**config.mk**
```make
export PLATFORM = sky130hd
export DESIGN_NAME = alu_result_fifo_flat
export DESIGN_NICKNAME = d
export VERILOG_FILES = /design/src/rtl/alu_result_fifo_pkg.sv /design/src/rtl/alu_result_fifo_if.sv /design/src/rtl/alu_result_fifo_mem.sv /design/src/rtl/alu_result_fifo.sv /design/src/flat_wrapper.sv
export SDC_FILE = /design/constraint.sdc
export NUM_CORES = 1
export LEC_CHECK = 0
export CAP_MARGIN = 20
export CORE_MARGIN = 4
export CORE_UTILIZATION = 40
export DETAILED_ROUTE_END_ITERATION = 8
export PLACE_DENSITY_LB_ADDON = 0.05
export REMOVE_ABC_BUFFERS = 1
export SLEW_MARGIN = 40
export SYNTH_ARGS = -nofsm -noshare
export SYNTH_HDL_FRONTEND = slang
export SYNTH_HIERARCHICAL = 1
export SYNTH_SLANG_ARGS = --single-unit
export TNS_END_PERCENT = 20
```
**constraint.sdc**
```tcl
create_clock -name clk -period 10.3 [get_ports clk]
set_input_delay 1.03 -clock clk [delete_from_list [all_inputs] [get_ports clk]]
set_output_delay 1.03 -clock clk [all_outputs]
set_load 0.02 [all_outputs]
```
**src/rtl/alu_result_fifo_pkg.sv**
```systemverilog
// Shared definitions for the ALU result FIFO: command encoding, entry
// layout and a small helper used by the sticky-overflow logic.
// Optional feature macro: ALU_RESULT_FIFO_BYPASS_EN (see alu_result_fifo.sv).
package alu_result_fifo_pkg;

  typedef enum logic [2:0] {
    CMD_ADD = 3'd0,
    CMD_SUB = 3'd1,
    CMD_XOR = 3'd2,
    CMD_SLT = 3'd3,
    CMD_CNE = 3'd4
  } alu_cmd_e;

  localparam int ENTRY_W    = 38;
  localparam int RESULT_LSB = 0;
  localparam int CARRY_BIT  = 32;
  localparam int ZERO_BIT   = 33;
  localparam int OVF_BIT    = 34;
  localparam int CMD_LSB    = 35;

  // Only ADD and SUB produce a meaningful overflow flag.
  function automatic logic is_arith(input logic [2:0] cmd);
    return (cmd == CMD_ADD) || (cmd == CMD_SUB);
  endfunction

endpackage

```
**src/rtl/alu_result_fifo_if.sv**
```systemverilog
// Producer/consumer bundle for the ALU result FIFO. The FIFO uses the
// slave modport; whoever drives the ALU side and consumes results uses master.
// DEPTH must match the DEPTH of the attached alu_result_fifo.
interface alu_result_fifo_if #(parameter int DEPTH = 4);
  localparam int CNT_W = $clog2(DEPTH) + 1;

  logic             in_valid;
  logic             in_ready;
  logic [31:0]      in_result;
  logic             in_carryout;
  logic             in_zero;
  logic             in_overflow;
  logic [2:0]       in_command;
  logic             out_valid;
  logic             out_ready;
  logic [31:0]      out_result;
  logic             out_carryout;
  logic             out_zero;
  logic             out_overflow;
  logic [2:0]       out_command;
  logic             flush;
  logic [CNT_W-1:0] count;
  logic             ovf_sticky;
  logic             sticky_clr;

  modport master (
    output in_valid, in_result, in_carryout, in_zero, in_overflow, in_command,
    output out_ready, flush, sticky_clr,
    input  in_ready, out_valid, out_result, out_carryout, out_zero,
    input  out_overflow, out_command, count, ovf_sticky
  );

  modport slave (
    input  in_valid, in_result, in_carryout, in_zero, in_overflow, in_command,
    input  out_ready, flush, sticky_clr,
    output in_ready, out_valid, out_result, out_carryout, out_zero,
    output out_overflow, out_command, count, ovf_sticky
  );

endinterface

```
**src/rtl/alu_result_fifo_mem.sv**
```systemverilog
// Entry storage for the ALU result FIFO: synchronous write, asynchronous
// read by pointer. No reset; stale contents are masked by the occupancy count.
module fifo_mem
  import alu_result_fifo_pkg::*;
#(
  parameter  int DEPTH = 4,
  parameter  int WIDTH = ENTRY_W,
  localparam int AW    = $clog2(DEPTH)
) (
  input  logic             clk,
  input  logic             we,
  input  logic [AW-1:0]    waddr,
  input  logic [WIDTH-1:0] wdata,
  input  logic [AW-1:0]    raddr,
  output logic [WIDTH-1:0] rdata
);

  logic [WIDTH-1:0] mem [DEPTH];

  // Write the addressed slot on an accepted push.
  always_ff @(posedge clk) begin
    if (we) mem[waddr] <= wdata;
  end

  assign rdata = mem[raddr];

endmodule

```
**src/rtl/alu_result_fifo.sv**
```systemverilog
// ALU result FIFO: buffers {command, overflow, zero, carryout, result}
// entries between the ALU and writeback, with occupancy count and a sticky
// ADD/SUB overflow bit.
// Optional macro ALU_RESULT_FIFO_BYPASS_EN: first-word fall-through when
// empty; otherwise every entry takes one cycle to reach the outputs.
module alu_result_fifo
  import alu_result_fifo_pkg::*;
#(
  parameter  int DEPTH = 4,
  localparam int CNT_W = $clog2(DEPTH) + 1
) (
  input  logic                clk,
  input  logic                reset,
  alu_result_fifo_if.slave    bus
);

  localparam int PTR_W = $clog2(DEPTH);

  logic [PTR_W-1:0]   wr_ptr, rd_ptr;
  logic [CNT_W-1:0]   count_q;
  logic               ovf_q;
  logic [ENTRY_W-1:0] wr_entry, rd_entry, head;
  logic               stored_valid, bypass_live, bypass_take;
  logic               push, pop, wr_en, rd_en;

  assign wr_entry = {bus.in_command, bus.in_overflow, bus.in_zero,
                     bus.in_carryout, bus.in_result};

  assign stored_valid = (count_q != '0);
  assign bus.in_ready = (count_q != CNT_W'(DEPTH));
  assign push         = bus.in_valid & bus.in_ready;

`ifdef ALU_RESULT_FIFO_BYPASS_EN
  assign bypass_live = ~stored_valid & bus.in_valid & ~bus.flush;
`else
  assign bypass_live = 1'b0;
`endif

  assign bus.out_valid = stored_valid | bypass_live;
  assign pop           = bus.out_valid & bus.out_ready;
  // A bypassed entry consumed in the same cycle never touches storage.
  assign bypass_take   = bypass_live & bus.out_ready;
  assign wr_en         = push & ~bus.flush & ~bypass_take & ~reset;
  assign rd_en         = pop  & ~bus.flush & ~bypass_take;

  fifo_mem #(.DEPTH(DEPTH), .WIDTH(ENTRY_W)) u_mem (
    .clk   (clk),
    .we    (wr_en),
    .waddr (wr_ptr),
    .wdata (wr_entry),
    .raddr (rd_ptr),
    .rdata (rd_entry)
  );

  // Head selection: stored entry, bypassed input, or zeros when empty.
  always_comb begin
    head = '0;
    if (stored_valid)     head = rd_entry;
    else if (bypass_live) head = wr_entry;
  end

  assign bus.out_result   = head[RESULT_LSB +: 32];
  assign bus.out_carryout = head[CARRY_BIT];
  assign bus.out_zero     = head[ZERO_BIT];
  assign bus.out_overflow = head[OVF_BIT];
  assign bus.out_command  = head[CMD_LSB +: 3];
  assign bus.count        = count_q;
  assign bus.ovf_sticky   = ovf_q;

  // Pointers and occupancy; flush empties the queue and drops same-cycle traffic.
  always_ff @(posedge clk) begin
    if (reset || bus.flush) begin
      wr_ptr  <= '0;
      rd_ptr  <= '0;
      count_q <= '0;
    end else begin
      if (wr_en) wr_ptr <= wr_ptr + PTR_W'(1);
      if (rd_en) rd_ptr <= rd_ptr + PTR_W'(1);
      case ({wr_en, rd_en})
        2'b10:   count_q <= count_q + CNT_W'(1);
        2'b01:   count_q <= count_q - CNT_W'(1);
        default: count_q <= count_q;
      endcase
    end
  end

  // Sticky overflow: an accepted ADD/SUB overflow wins over a same-cycle clear.
  always_ff @(posedge clk) begin
    if (reset) begin
      ovf_q <= 1'b0;
    end else if (push && !bus.flush && bus.in_overflow && is_arith(bus.in_command)) begin
      ovf_q <= 1'b1;
    end else if (bus.sticky_clr) begin
      ovf_q <= 1'b0;
    end
  end

endmodule

```
**src/flat_wrapper.sv**
```systemverilog
// flat-port wrapper written by rule: the top's interface ports become plain ports
module alu_result_fifo_flat import alu_result_fifo_pkg::*;
#(
  parameter  int DEPTH = 4,
  localparam int CNT_W = $clog2(DEPTH) + 1
)
  (clk, reset, bus_in_valid, bus_in_result, bus_in_carryout, bus_in_zero, bus_in_overflow, bus_in_command, bus_out_ready, bus_flush, bus_sticky_clr, bus_in_ready, bus_out_valid, bus_out_result, bus_out_carryout, bus_out_zero, bus_out_overflow, bus_out_command, bus_count, bus_ovf_sticky);
  alu_result_fifo_if #(.DEPTH(DEPTH)) bus_i ();
  input  logic clk;
  input  logic reset;
  input wire logic [$bits(bus_i.in_valid)-1:0] bus_in_valid;
  input wire logic [$bits(bus_i.in_result)-1:0] bus_in_result;
  input wire logic [$bits(bus_i.in_carryout)-1:0] bus_in_carryout;
  input wire logic [$bits(bus_i.in_zero)-1:0] bus_in_zero;
  input wire logic [$bits(bus_i.in_overflow)-1:0] bus_in_overflow;
  input wire logic [$bits(bus_i.in_command)-1:0] bus_in_command;
  input wire logic [$bits(bus_i.out_ready)-1:0] bus_out_ready;
  input wire logic [$bits(bus_i.flush)-1:0] bus_flush;
  input wire logic [$bits(bus_i.sticky_clr)-1:0] bus_sticky_clr;
  output wire logic [$bits(bus_i.in_ready)-1:0] bus_in_ready;
  output wire logic [$bits(bus_i.out_valid)-1:0] bus_out_valid;
  output wire logic [$bits(bus_i.out_result)-1:0] bus_out_result;
  output wire logic [$bits(bus_i.out_carryout)-1:0] bus_out_carryout;
  output wire logic [$bits(bus_i.out_zero)-1:0] bus_out_zero;
  output wire logic [$bits(bus_i.out_overflow)-1:0] bus_out_overflow;
  output wire logic [$bits(bus_i.out_command)-1:0] bus_out_command;
  output wire logic [$bits(bus_i.count)-1:0] bus_count;
  output wire logic [$bits(bus_i.ovf_sticky)-1:0] bus_ovf_sticky;
  assign bus_i.in_valid = bus_in_valid;
  assign bus_i.in_result = bus_in_result;
  assign bus_i.in_carryout = bus_in_carryout;
  assign bus_i.in_zero = bus_in_zero;
  assign bus_i.in_overflow = bus_in_overflow;
  assign bus_i.in_command = bus_in_command;
  assign bus_i.out_ready = bus_out_ready;
  assign bus_i.flush = bus_flush;
  assign bus_i.sticky_clr = bus_sticky_clr;
  assign bus_in_ready = bus_i.in_ready;
  assign bus_out_valid = bus_i.out_valid;
  assign bus_out_result = bus_i.out_result;
  assign bus_out_carryout = bus_i.out_carryout;
  assign bus_out_zero = bus_i.out_zero;
  assign bus_out_overflow = bus_i.out_overflow;
  assign bus_out_command = bus_i.out_command;
  assign bus_count = bus_i.count;
  assign bus_ovf_sticky = bus_i.ovf_sticky;
  alu_result_fifo #(.DEPTH(DEPTH)) u_core (.clk(clk), .reset(reset), .bus(bus_i));
endmodule
```
==> flow_metrics.env, run 1 <==
export IMPL_whs_ps=474
export IMPL_power_frac_clock_pct=43.5
export IMPL_critPathSlowestCell="dfxtp_2"
export IMPL_place_ws_ps=6900
export IMPL_drcViolationCount=0
export IMPL_synth_area_mm2=0.00620
export IMPL_period_minus_slack_ps=3680
export IMPL_synthMuxAreaShare_pct=13.8
export IMPL_cts_setup_buffers=0
export IMPL_hold_viol=0
export IMPL_area_sequential_mm2=0.00473
export IMPL_wire_per_inst_um=19.1
export IMPL_synth_edf_count=152
export IMPL_switchingPower_uw=255
export IMPL_design_area_mm2=0.00788
export IMPL_r2r_setup_slack_ps=8010
export IMPL_h_tree_depth=4
export IMPL_multiInputGateArea_mm2=0.00137
export IMPL_synth_ff_latch_count=160
export IMPL_r2r_start="u_core/bus.count[2]"
export IMPL_synthAdderAreaFrac_pct=0.525
export IMPL_clkTransAtPathRegs_ps=60
export IMPL_fin_crit_sh_pct=35.7
export IMPL_antenna_cells=0
export IMPL_drt_wl_total_um=11300
export IMPL_die_area_mm2=0.0176
export IMPL_hold_start="u_core/bus.ovf_sticky"
export IMPL_coreArea_mm2=0.0152
export IMPL_cp_required_ps=9270
export IMPL_maxSlewHeadroom_pct=51.2
export IMPL_fin_tns_setup_ps=0
export IMPL_wl_met3_um=610
export IMPL_gr_total_overflow=0
export IMPL_start_util_pct=40.8
export IMPL_clockBufferDepth=2
export IMPL_p_leak_nw=2.42
export IMPL_final_cells=592
export IMPL_seq_power_share_pct=52.7
export IMPL_die_h_um=133
export IMPL_worst_clock_skew_ps=4.94
export IMPL_reg2regPathDepth=8
export IMPL_m1WireLength_um=5100
export IMPL_max_freq_ghz=0.272
export IMPL_synth_xor_area_share_pct=0.424
export IMPL_finalPower_mw=1.37
export IMPL_cp_max_fo=21
export IMPL_dr_first_iter_drc_count=263
export IMPL_crit_end="bus_out_command[1]"
export IMPL_fill_cells=1221
export IMPL_setup_viol=0
export IMPL_vias_per_cell=4.97
export IMPL_cts_buffers=17
export IMPL_cts_sinks=160
export IMPL_synthSimpleGateAreaFrac_pct=5.93
export IMPL_top_layer="met4"
export IMPL_hold_path_class="flip-flop to flip-flop"
export IMPL_outcome="finished, final reports clean"
export IMPL_areaGrowthSynthToFinish_pct=27.0
export IMPL_num_vias=2945
export IMPL_synth_common_cells="152 x edfxtp_1, 38 x mux4_2, 38 x nor2b_1"
export IMPL_yosysTopAreaCellShare_pct=73.6
export IMPL_ant_nets=0
export IMPL_worstMarginPinSlew_ps=732
export IMPL_crit_arrival_ps=2650
export IMPL_cts_resized_gates=0
export IMPL_yosysWarnings=6
export IMPL_crit_type="flip-flop to output port"
export IMPL_cts_tree="done"
export IMPL_drive_above_1_share_pct=19.8
export IMPL_io_pins=88
export IMPL_finalCoreUtilization_pct=51.8
export IMPL_grt_usage_pct=13.7
export IMPL_yosysTopAreaCell="edfxtp_1"
export IMPL_place_area_mm2=0.00730
export IMPL_synth_top_family_by_area="multiplexers"
export IMPL_synth_ff_type="edfxtp_1"
export IMPL_internal_power_mw=1.11
export IMPL_synth_compound_area_share_pct=1.01
export IMPL_cap_violations=0
export IMPL_cp_end_kind="output port"
export IMPL_ys_seq_area_share_pct=76.2
export IMPL_synthCells=293
export IMPL_avgSynthCellArea_um2=21.2
export IMPL_die_x_um=133
export IMPL_ctsHoldBuffers=0
export IMPL_antenna_found_initial=0
export IMPL_synth_most_common_cell="edfxtp_1"
export IMPL_r2r_end="u_core/bus.count[2]"
export IMPL_first_pass_iters=4
export IMPL_wl_met2_um=5430
export IMPL_dp_cells=560
export IMPL_crit_path_cell_trace="buf_4 -> mux4_2 -> nor2b_1 -> clkdlybuf4s50_1"
export IMPL_power_density_mw_per_mm2=173
export IMPL_place_hpwl_um=6590
export IMPL_final_max_slew_viol_count=0
export IMPL_nets=437
export IMPL_async_reset_ff_share_pct=0
export IMPL_grt_max_degree=42
export IMPL_grt_pass1_wl_um=17900
export IMPL_synth_distinct_cells=30
export IMPL_gp_congestion=0.710
export IMPL_setup_ws_ps=6620
export IMPL_rsz0062_at_grt="false"
export IMPL_pwr_share_comb_pct=3.8
export IMPL_synth_area_top_cells="edfxtp_1 74%, mux4_2 14%, nor2b_1 3.8%, dfxtp_1 2.6%, buf_12 0.65%"
export IMPL_num_rows=45
export IMPL_clk_latency_ps=410
export IMPL_crit_path_max_incr_delay_ps=710
export IMPL_grt_pass1_vias=3246
export IMPL_setup_worst_path_start_class="flip-flop"
export IMPL_cts_root_buf="clkbuf_16"
export IMPL_p_sw_share_pct=18.7
export IMPL_irDropWorstVdd_uv=118
export IMPL_critPathLaunch="u_core/rd_ptr[1]"
export IMPL_numPortBuffers=87
sequential cells by signal, indices dropped and copies added, names as in the netlist:
name,cells
u_core/rd_ptr,2
u_core/wr_ptr,2
u_core/bus.count,3
u_core/bus.ovf_sticky,1
u_core/u_mem/mem,152
cell families (layout without fill, tap and decap cells):
kind of cell | count (synthesis) | after routing
AO/OA/AOI/OAI | 11 | 11
XOR/XNOR | 3 | 3
adder cells (fa/ha/maj) | 2 | 2
buffers and inverters | 20 | 131
flip-flops | 160 | 160
multiplexers | 38 | 38
AND/OR/NAND/NOR | 59 | 59
worst min path at each step:
stage	depth (start not counted)	to
detailed placement	1	u_core/bus.ovf_sticky
floorplan	2	u_core/wr_ptr[1]
CTS	1	u_core/bus.ovf_sticky
global route	1	u_core/bus.ovf_sticky
global placement	1	u_core/bus.ovf_sticky
finish	1	u_core/bus.ovf_sticky
metal layers:
| metal | up-vias | GRT usage (%) |
|---|---|---|
| met4 | 0 | 5.02 |
| met2 | 68 | 21.1 |
| met3 | 15 | 5.29 |
| met5 | - | 0 |
| li1 | 1366 | - |
| met1 | 1496 | 17.9 |
cells in the final DEF (no fill, tap or decap), drive strengths merged:
| master | n |
|---|---|
| inv | 6 |
| a32o | 1 |
| or3 | 5 |
| ha | 1 |
| buf | 5 |
| o31ai | 1 |
| clkbuf | 29 |
| fa | 1 |
| o21ai | 4 |
| clkinvlp | 3 |
| nor2 | 7 |
| edfxtp | 152 |
| nor3b | 2 |
| nor3 | 1 |
| dfxtp | 8 |
| mux4 | 38 |
| and3b | 2 |
| clkdlybuf4s50 | 87 |
| nor2b | 38 |
| and3 | 1 |
| nand2 | 2 |
| clkinv | 1 |
| a21oi | 5 |
| or2 | 1 |
| xor2 | 3 |
cell type report:
| class | count | share of cell area [%] |
|---|---|---|
| sequential | 160 | 60.0 |
| clock inverter | 3 | 0.254 |
| tap | 188 | 2.99 |
| multi-input combinational | 113 | 17.4 |
| clock buffer | 29 | 7.04 |
| inverter | 7 | 0.349 |
| timing repair buffer | 92 | 11.9 |
power by group through the flow:
| stage | combinational [mW] | clock, mW | sequential [mW] |
|---|---|---|---|
| floorplan | 0.0176 | 0 | 0.735 |
| global placement | 0.0510 | 0 | 0.735 |
| detailed placement | 0.0531 | 0 | 0.734 |
| CTS | 0.0532 | 0.610 | 0.721 |
| global route | 0.0565 | 0.641 | 0.721 |
| finish | 0.0518 | 0.594 | 0.721 |
critical path, delay by kind of cell, from the launching register on:
family	cells	cell delay, ps
DFF	1	710
and+or+nand+nor	1	140
muxes	1	340
buffers and inverters	2	1030
Note: power is estimated with default switching activity, not from simulation.
==> inputs of run 2 (changes only) <==
==> constraint.sdc (replaced) <==
create_clock -name clk -period 3.23 [get_ports clk]
set_input_delay 0.323 -clock clk [delete_from_list [all_inputs] [get_ports clk]]
set_output_delay 0.323 -clock clk [all_outputs]
set_load 0.02 [all_outputs]
==> flow_metrics.env, run 2 (same netlist as run 1, synthesis figures left out) <==
export IMPL_crit_arrival_ps=2520
export IMPL_ant_nets=0
export IMPL_cp_max_fo=27
export IMPL_cts_root_buf="clkbuf_16"
export IMPL_cp_num_buf_inv=2
export IMPL_final_max_slew_viol_count=0
export IMPL_drcViolationCount=0
export IMPL_grt_max_degree=39
export IMPL_crit_family="buffers and inverters"
export IMPL_outcome="finished, final reports clean"
export IMPL_cts_tree="done"
export IMPL_die_x_um=133
export IMPL_irDropWorstVdd_uv=378
export IMPL_start_util_pct=40.8
export IMPL_hold_start="u_core/bus.ovf_sticky"
export IMPL_rsz0062_at_grt="false"
export IMPL_hold_depth=1
export IMPL_coreArea_mm2=0.0152
export IMPL_clk_latency_ps=420
export IMPL_cp_required_ps=2910
export IMPL_grt_pass1_vias=3371
export IMPL_die_h_um=133
export IMPL_largest_reg_flops=152
export IMPL_crit_path_max_incr_delay_ps=550
export IMPL_cts_buffers=17
export IMPL_fin_crit_sh_pct=88.0
export IMPL_path_depth=4
export IMPL_period_minus_slack_ps=2840
export IMPL_numPortBuffers=87
export IMPL_final_common_cell="edfxtp_1"
export IMPL_grt_usage_pct=14.2
export IMPL_ctsHoldBuffers=0
export IMPL_dp_cells=564
export IMPL_cp_end_kind="output port"
export IMPL_final_cells=596
export IMPL_drt_wl_total_um=11600
export IMPL_dr_first_iter_drc_count=224
export IMPL_nets=441
export IMPL_max_freq_ghz=0.352
export IMPL_areaGrowthSynthToFinish_pct=28.4
export IMPL_place_hpwl_um=7030
export IMPL_hold_viol=0
export IMPL_setup_viol=0
export IMPL_antenna_found_initial=0
export IMPL_finalCoreUtilization_pct=52.4
export IMPL_gr_total_overflow=0
export IMPL_wire_per_inst_um=19.4
export IMPL_critPathSlowestCell="mux4_2"
export IMPL_worst_clock_skew_ps=7.26
export IMPL_min_to="u_core/bus.ovf_sticky"
export IMPL_io_pins=88
export IMPL_drive_above_1_share_pct=22.3
export IMPL_cts_resized_gates=0
export IMPL_power_density_mw_per_mm2=560
export IMPL_die_area_mm2=0.0176
export IMPL_cts_sinks=160
export IMPL_worstMarginPinSlew_ps=446
export IMPL_r2r_setup_slack_ps=870
export IMPL_cts_setup_buffers=0
export IMPL_setup_worst_path_start_class="flip-flop"
export IMPL_largest_register="u_core/u_mem/mem"
export IMPL_crit_path_cell_trace="buf_12 -> mux4_2 -> nor2b_1 -> clkdlybuf4s50_1"
export IMPL_antenna_cells=0
export IMPL_clkTransAtPathRegs_ps=70
export IMPL_gp_congestion=0.745
export IMPL_finalPower_mw=4.46
export IMPL_r2r_end="u_core/bus.count[2]"
export IMPL_vias_per_cell=5.07
export IMPL_cap_violations=0
export IMPL_first_pass_iters=6
export IMPL_p_leak_nw=2.47
export IMPL_maxSlewHeadroom_pct=70.3
export IMPL_crit_type="flip-flop to output port"
export IMPL_h_tree_depth=4
export IMPL_r2r_start="u_core/bus.count[2]"
export IMPL_reg2regPathDepth=8
export IMPL_num_vias=3020
export IMPL_num_rows=45
export IMPL_hold_path_class="flip-flop to flip-flop"
export IMPL_grt_pass1_wl_um=18600
export IMPL_final_cell_mix="152 x edfxtp_1, 87 x clkdlybuf4s50_1, 38 x nor2b_1, 38 x mux4_2, 17 x clkbuf_16"
export IMPL_clockBufferDepth=2
[run 2: cell count changes in the layout (fill, tap and decap cells not counted), moves of 3 or more]
cell,before,now
buf_12,1,6
clkbuf_1,7,0
clkbuf_16,20,17
clkinv_4,0,5
inv_6,0,8
[run 2: how the worst max path moves through the flow]
stage,startpoint,end,slack [ps]
6_report,u_core/rd_ptr[0],bus_out_result[18],390
4_1_cts,u_core/rd_ptr[0],bus_out_result[18],320
3_3_place_gp,bus_flush,u_core/u_mem/mem[1][19],630
3_5_place_dp,bus_flush,u_core/u_mem/mem[2][19],610
5_1_grt,u_core/rd_ptr[0],bus_out_result[28],240
2_1_floorplan,u_core/bus.count[0],u_core/u_mem/mem[0][0],-1160
[run 2: per-layer routing]
| metal | GRT usage [%] | share of wire (%) | vias up |
|---|---|---|---|
| li1 | - | - | 1382 |
| met1 | 18.2 | 44 | 1557 |
| met2 | 22.4 | 50 | 70 |
| met3 | 5.02 | 4.9 | 11 |
| met4 | 5.20 | 1.0 | 0 |
| met5 | 0 | 0 | - |
[run 2: area by class of cell]
| cell class | instances | area [um^2] |
|---|---|---|
| fillers | 1238 | 7240 |
| flip-flops and latches | 160 | 4730 |
| multi-input cells | 113 | 1360 |
| repair buffers | 96 | 1010 |
| clock buffers | 17 | 425 |
| well taps | 188 | 235 |
| clock inverters | 15 | 174 |
| inverters | 7 | 27.5 |
[run 2: report_power, final]
| group | leakage [nW] | internal (mW) | switching (mW) |
|---|---|---|---|
| registers | 1.44 | 2.29 | 0.00722 |
| clock network | 0.295 | 1.16 | 0.831 |
| logic | 0.739 | 0.0918 | 0.0758 |
| total | 2.47 | 3.55 | 0.914 |
[run 2: worst register-to-register path: stages (launching register included)]
cell and delay [ps]:
dfxtp_1 450, nor3b_2 380, or3_4 200, ha_1 190, inv_1 70, fa_1 380
xor2_1 160, or3_1 300, a21oi_1 150
[run 2: through the flow]
step                area, um^2  setup TNS [ps]  hold WS [ps]  worst slack [ps]
floorplan                 6100          -44190           422             -1160
global placement          7370               0           464               633
detailed placement        7370               0           465               612
CTS                       7970               0           485               321
global route              7970               0           515               240
finish                    7970               0           482               386
